==> src/rtl/sram_stream_pkg.sv <==
// rtl/sram_stream_pkg.sv - shared state encoding and sizing for the SRAM stream reader
package sram_stream_pkg;

   typedef enum logic [1:0] {
      ST_IDLE  = 2'd0,
      ST_RUN   = 2'd1,
      ST_DRAIN = 2'd2
   } state_e;

   // Reads on the SRAM port plus words held for the consumer never exceed this.
   localparam int unsigned FIFO_DEPTH = 2;

endpackage

==> src/rtl/sram_rd_skid_fifo.sv <==
// rtl/sram_rd_skid_fifo.sv - two-entry read-data FIFO with fall-through when empty
module sram_rd_skid_fifo
   import sram_stream_pkg::*;
#(
   parameter int SRAM_W = 128
) (
   input  logic              i_clk,
   input  logic              i_rstn,
   input  logic              i_flush,
   input  logic              i_push,
   input  logic [SRAM_W-1:0] i_data,
   input  logic              i_pop,
   output logic [SRAM_W-1:0] o_data,
   output logic              o_full,
   output logic              o_empty,
   output logic [1:0]        o_count
);

   logic [SRAM_W-1:0] mem_q [2];
   logic              wr_ptr_q, wr_ptr_d;
   logic              rd_ptr_q, rd_ptr_d;
   logic [1:0]        count_q, count_d;
   logic              wr_en, rd_en;

   // A word arriving into an empty FIFO is visible at once; if it is popped
   // in that same cycle it never touches storage.
   always_comb begin
      wr_en    = i_push && !(i_pop && (count_q == 2'd0)) && !i_flush;
      rd_en    = i_pop && (count_q != 2'd0);
      wr_ptr_d = wr_ptr_q ^ wr_en;
      rd_ptr_d = rd_ptr_q ^ rd_en;
      count_d  = count_q + {1'b0, wr_en} - {1'b0, rd_en};
      if (i_flush) begin
         wr_ptr_d = 1'b0;
         rd_ptr_d = 1'b0;
         count_d  = 2'd0;
      end
   end

   always_ff @(posedge i_clk or negedge i_rstn) begin
      if (!i_rstn) begin
         wr_ptr_q <= 1'b0;
         rd_ptr_q <= 1'b0;
         count_q  <= 2'd0;
      end else begin
         wr_ptr_q <= wr_ptr_d;
         rd_ptr_q <= rd_ptr_d;
         count_q  <= count_d;
      end
   end

   always_ff @(posedge i_clk) begin
      if (wr_en) begin
         mem_q[wr_ptr_q] <= i_data;
      end
   end

   assign o_data  = (count_q == 2'd0) ? i_data : mem_q[rd_ptr_q];
   assign o_empty = (count_q == 2'd0) && !i_push;
   assign o_full  = (count_q == 2'(FIFO_DEPTH));
   assign o_count = count_q;

endmodule

==> src/rtl/sram_stream_reader.sv <==
// rtl/sram_stream_reader.sv - streams a block of SRAM words to a ready/valid consumer
module sram_stream_reader
   import sram_stream_pkg::*;
#(
   parameter int ADR_W  = 10,
   parameter int SRAM_W = 128,
   parameter int CNT_W  = 11
) (
   input  logic              i_clk,
   input  logic              i_rstn,
   input  logic              i_start,
   input  logic              i_clear,
   input  logic [ADR_W-1:0]  i_base_addr,
   input  logic [CNT_W-1:0]  i_count,
   output logic              o_busy,
   output logic              o_done,
   output logic [ADR_W-1:0]  o_sram_addr,
   output logic              o_sram_rden,
   input  logic [SRAM_W-1:0] i_sram_data,
   output logic              o_valid,
   output logic [SRAM_W-1:0] o_data,
   input  logic              i_ready
);

   state_e           state_q, state_d;
   logic [ADR_W-1:0] addr_q, addr_d;
   logic             rden_q, rden_d;
   logic             pend_q, pend_d;
   logic [CNT_W-1:0] rd_left_q, rd_left_d;
   logic [CNT_W-1:0] beat_left_q, beat_left_d;
   logic             done_q, done_d;

   logic             fifo_empty, fifo_full;
   logic [1:0]       fifo_count;
   logic             pop;
   logic [2:0]       occ_sum;
   logic             credit_ok;

   assign pop = o_valid && i_ready;

   // Words held, word on the data bus and read on the address port together
   // must leave room for one more once this cycle's pop is accounted for.
   assign occ_sum   = {1'b0, fifo_count} + {2'b0, pend_q} + {2'b0, rden_q};
   assign credit_ok = !fifo_full && (occ_sum < (3'(FIFO_DEPTH) + {2'b0, pop}));

   always_comb begin
      state_d     = state_q;
      addr_d      = addr_q;
      rden_d      = 1'b0;
      pend_d      = rden_q;
      rd_left_d   = rd_left_q;
      beat_left_d = beat_left_q;
      done_d      = 1'b0;
      if (pop) begin
         beat_left_d = beat_left_q - 1'b1;
      end
      case (state_q)
         ST_IDLE: begin
            if (i_start) begin
               if (i_count == '0) begin
                  done_d = 1'b1;
               end else begin
                  state_d     = ST_RUN;
                  rden_d      = 1'b1;
                  addr_d      = i_base_addr;
                  rd_left_d   = i_count - 1'b1;
                  beat_left_d = i_count;
               end
            end
         end
         ST_RUN: begin
            if (rd_left_q == '0) begin
               state_d = ST_DRAIN;
            end else if (credit_ok) begin
               rden_d    = 1'b1;
               addr_d    = addr_q + 1'b1;
               rd_left_d = rd_left_q - 1'b1;
               if (rd_left_q == CNT_W'(1)) begin
                  state_d = ST_DRAIN;
               end
            end
         end
         ST_DRAIN: begin
            if (pop && (beat_left_q == CNT_W'(1))) begin
               state_d = ST_IDLE;
               done_d  = 1'b1;
            end
         end
         default: state_d = ST_IDLE;
      endcase
      if (i_clear) begin
         state_d     = ST_IDLE;
         rden_d      = 1'b0;
         pend_d      = 1'b0;
         rd_left_d   = '0;
         beat_left_d = '0;
         done_d      = 1'b0;
      end
   end

   always_ff @(posedge i_clk or negedge i_rstn) begin
      if (!i_rstn) begin
         state_q     <= ST_IDLE;
         addr_q      <= '0;
         rden_q      <= 1'b0;
         pend_q      <= 1'b0;
         rd_left_q   <= '0;
         beat_left_q <= '0;
         done_q      <= 1'b0;
      end else begin
         state_q     <= state_d;
         addr_q      <= addr_d;
         rden_q      <= rden_d;
         pend_q      <= pend_d;
         rd_left_q   <= rd_left_d;
         beat_left_q <= beat_left_d;
         done_q      <= done_d;
      end
   end

   sram_rd_skid_fifo #(
      .SRAM_W (SRAM_W)
   ) u_fifo (
      .i_clk   (i_clk),
      .i_rstn  (i_rstn),
      .i_flush (i_clear),
      .i_push  (pend_q),
      .i_data  (i_sram_data),
      .i_pop   (pop),
      .o_data  (o_data),
      .o_full  (fifo_full),
      .o_empty (fifo_empty),
      .o_count (fifo_count)
   );

   assign o_valid     = !fifo_empty;
   assign o_busy      = (state_q != ST_IDLE);
   assign o_done      = done_q;
   assign o_sram_addr = addr_q;
   assign o_sram_rden = rden_q;

endmodule

==> config.mk <==
export PLATFORM = sky130hd
export DESIGN_NAME = sram_stream_reader
export DESIGN_NICKNAME = d
export VERILOG_FILES = /design/src/rtl/sram_stream_pkg.sv /design/src/rtl/sram_rd_skid_fifo.sv /design/src/rtl/sram_stream_reader.sv
export SDC_FILE = /design/constraint.sdc
export NUM_CORES = 1
export LEC_CHECK = 0
export ABC_CLOCK_PERIOD_IN_PS = 9000
export BUFFER_PORTS_ARGS = -buffer_cell sky130_fd_sc_hd__buf_4
export CAP_MARGIN = 20
export CORE_UTILIZATION = 59
export DETAILED_ROUTE_END_ITERATION = 8
export PLACE_DENSITY = 0.86
export SLEW_MARGIN = 0
export SYNTH_ARGS = -nofsm -noshare
export SYNTH_HDL_FRONTEND = slang
export SYNTH_SLANG_ARGS = --single-unit
==> constraint.sdc <==
create_clock -name i_clk -period 9 [get_ports i_clk]
set_input_delay 1.8 -clock i_clk [delete_from_list [all_inputs] [get_ports i_clk]]
set_output_delay 1.8 -clock i_clk [all_outputs]
set_load 0.05 [all_outputs]
==> results.cfg <==
[cells_and_area]
fin_util_pct = 75.6
drive_above_1_share_pct = 27.9
fin_nets = 1447
final_cells = 1580
area_delta_synth_final_pct = 25.9
final_common_cell = buf_4
layout_common_cells = buf_4, edfxtp_1, nand2_1

[floorplan]
fp.coreArea_um2 = 21800
die_y_um = 151
io_pins = 296
fp.dieW_um = 151
rows = 54
start_util_pct = 60.1
dieArea_um2 = 22800

[power_and_ir_drop]
combPwrFrac_pct = 54.9
p_leak_nw = 6.31
p_per_area_nw_per_um2 = 401
seqPwrFrac_pct = 26.4
swShare_pct = 48.8
ir_drop_mv = 0.312
p_int_mw = 3.37
total_power_mw = 6.59
switchingPower_mw = 3.22
p_clk_share_pct = 18.7

[yosys]
avgSynthCellArea_um2 = 13.0
synthCells = 1007
synth_ff_type = edfxtp_1
synth_fp_nets = 1175
synth.distinct_cells = 57
ys_ff_latch = 297
yosys.area.top_type = edfxtp_1
synth-seq-area-share_pct = 66.7
yosysTopAreaCellShare_pct = 58.8
syn_area_um2 = 13100
async_flop_share_pct = 13.8
synth_edf_count = 256
synth_warnings = 0
synth_area_leaders = edfxtp_1, mux2i_1, dfrtp_1

[global_routing]
grt_max_degree = 123
grt_use_total_pct = 25.4
met1_usage_pct = 32.0
grtUsageMet3_pct = 4.73
grt_pass1_vias = 8525
use_met2_pct = 44.3
grt_pass1_wl_um = 44400
antenna_found_initial = 0
grt-ovfl-total = 0
grt_most_used_layer = met2

[sta]
worst_slew_pin_slew_ns = 1.04
final.min_clock_period_ns = 4.89
rsz0062_at_grt = false
clock-skew-final_ns = 0.00983
fin_setup_tns_ns = 0
slew_viol_final = 0
finalCritPeriodShare_pct = 54.4
finalSetupViolations = 0
timing.fmax_mhz = 204
hold_viol = 0
slew_headroom_pct = 30.9

[clock_tree]
cts_tree = done
cts_buffer_depth = 3
htreeDepth = 1
clk_pin_slew_ns = 0.06
cts_sinks = 297
cts_buffers = 29
clk_latency_ns = 0.53
cts_resized = 0
post-cts-setup-buffers = 0
root_buffer = clkbuf_16
hold_buffers = 0

[route]
drtPass1Iterations = 5
drt.antenna.violating_nets = 0
routed_wl_um = 30200
vias_per_cell = 5.67
vias = 8956
wire_per_inst_um = 19.1
post-route-drc-count = 0
drt_iter0_drc = 633

[placed_design]
portBuffers = 295
gp_congestion = 0.848
dpl.hpwl_um = 19700
place_inst = 1528

[critical_path]
worstPathMaxFanout = 122
worstPathRequired_ns = 7.20
endpoint_kind = primary output
start_kind = register
cp.arrival_ns = 3.09
critPathKind = reg2out

[outcome]
status = finished, final reports clean

[job]
drv_cap = 0

[worst_hold_path]
hold_path_class = reg2reg
## worst max-delay path, stage by stage, from the launching register on
cell and delay [ns]:
dfrtp_1 0.49, nor2_4 0.44, buf_4 0.89, o21ai_0 0.40, buf_4 0.30
## area by class of cell
cell class / instances / area (µm²)
Antenna cell: 1 / 2.50
Clock buffer: 30 / 729
Clock inverter: 21 / 243
Fill cell: 1374 / 5300
Inverter: 15 / 56.3
Multi-Input combinational cell: 633 / 4080
Sequential cell: 297 / 8720
Tap cell: 280 / 350
Timing Repair Buffer: 303 / 2270
## kinds of logic after synthesis
kind of cell | share of synthesized area [%]
flip-flops | 66.7
XOR/XNOR | 1.34
adder cells (fa/ha/maj) | 1.40
multiplexers | 10.1
buffers and inverters | 2.39
AND/OR/NAND/NOR | 8.71
AO/OA/AOI/OAI | 9.40
## flip-flops by register name, summed over array words and instances (netlist names)
name             cells
beat_left_q         11
o_done               1
o_sram_addr         10
o_sram_rden          1
pend_q               1
rd_left_q           11
state_q              2
u_fifo.mem_q       256
u_fifo.o_count       2
u_fifo.rd_ptr_q      1
u_fifo.wr_ptr_q      1
## routing by layer
layer	wire, µm	up-vias
li1	-	4272
met1	11700	4307
met2	15400	325
met3	2150	52
met4	863	0
met5	0	-
## cells in the mapped netlist (2+ instances only)
cell type / number
o21a_1: 3
ha_1: 13
buf_2: 7
o2bb2ai_1: 2
a211oi_1: 10
o211ai_1: 2
nor2_1: 34
o31ai_2: 2
o22a_1: 2
nand2b_1: 5
nor3_1: 10
dfrtp_1: 41
and4b_1: 2
nand2_1: 147
nand3b_1: 2
inv_1: 15
edfxtp_1: 256
a31oi_1: 4
nor3_2: 5
nand3_1: 10
xor2_1: 9
and3_1: 7
nor3b_1: 6
a22oi_1: 4
and2_1: 2
buf_6: 2
o22ai_1: 5
xnor2_1: 11
a21oi_1: 23
nor4_1: 5
a21o_1: 2
nor2b_1: 3
mux2i_1: 132
or4b_1: 2
clkbuf_1: 52
or3_1: 2
o21ai_1: 7
o21ai_0: 139
or4_1: 3
or2_2: 2
## worst paths after layout
check	from	end	depth (start not counted)	slack, ns
setup / recovery	u_fifo.o_count[1]$_DFF_PN0_	o_data[45]	4	4.11
hold / removal	o_sram_addr[9]$_DFFE_PN0P_	o_sram_addr[9]$_DFFE_PN0P_	1	0.53
setup reg to reg	u_fifo.o_count[1]$_DFF_PN0_	u_fifo.mem_q[0][94]$_DFFE_PP_	4	5.68
hold reg to reg	o_sram_addr[9]$_DFFE_PN0P_	o_sram_addr[9]$_DFFE_PN0P_	1	0.53
max in group asynchronous	i_rstn	u_fifo.rd_ptr_q$_DFF_PN0_	1	7.35
min in group asynchronous	i_rstn	rd_left_q[6]$_DFFE_PN0P_	1	1.24
## stage by stage
| stage | hold WS, ns | setup WS [ns] | instance area [µm²] |
|---|---|---|---|
| 6_report | 0.528 | 4.11 | 16500 |
| 5_1_grt | 0.559 | 3.88 | 16400 |
| 4_1_cts | 0.528 | 4.14 | 16400 |
| 3_5_place_dp | 0.511 | 4.23 | 15500 |
| 3_3_place_gp | 0.502 | 4.26 | 15500 |
| 2_1_floorplan | 0.513 | 3.16 | 13100 |
## power by group through the flow
stage	clock network, mW	registers (mW)	logic (mW)
finish	1.23	1.74	3.62
global route	1.30	1.76	3.83
CTS	1.24	1.74	3.62
detailed placement	0	1.76	3.61
global placement	0	1.76	3.56
floorplan	0	1.79	2.56
No activity file was read; power rests on OpenSTA's default activity.
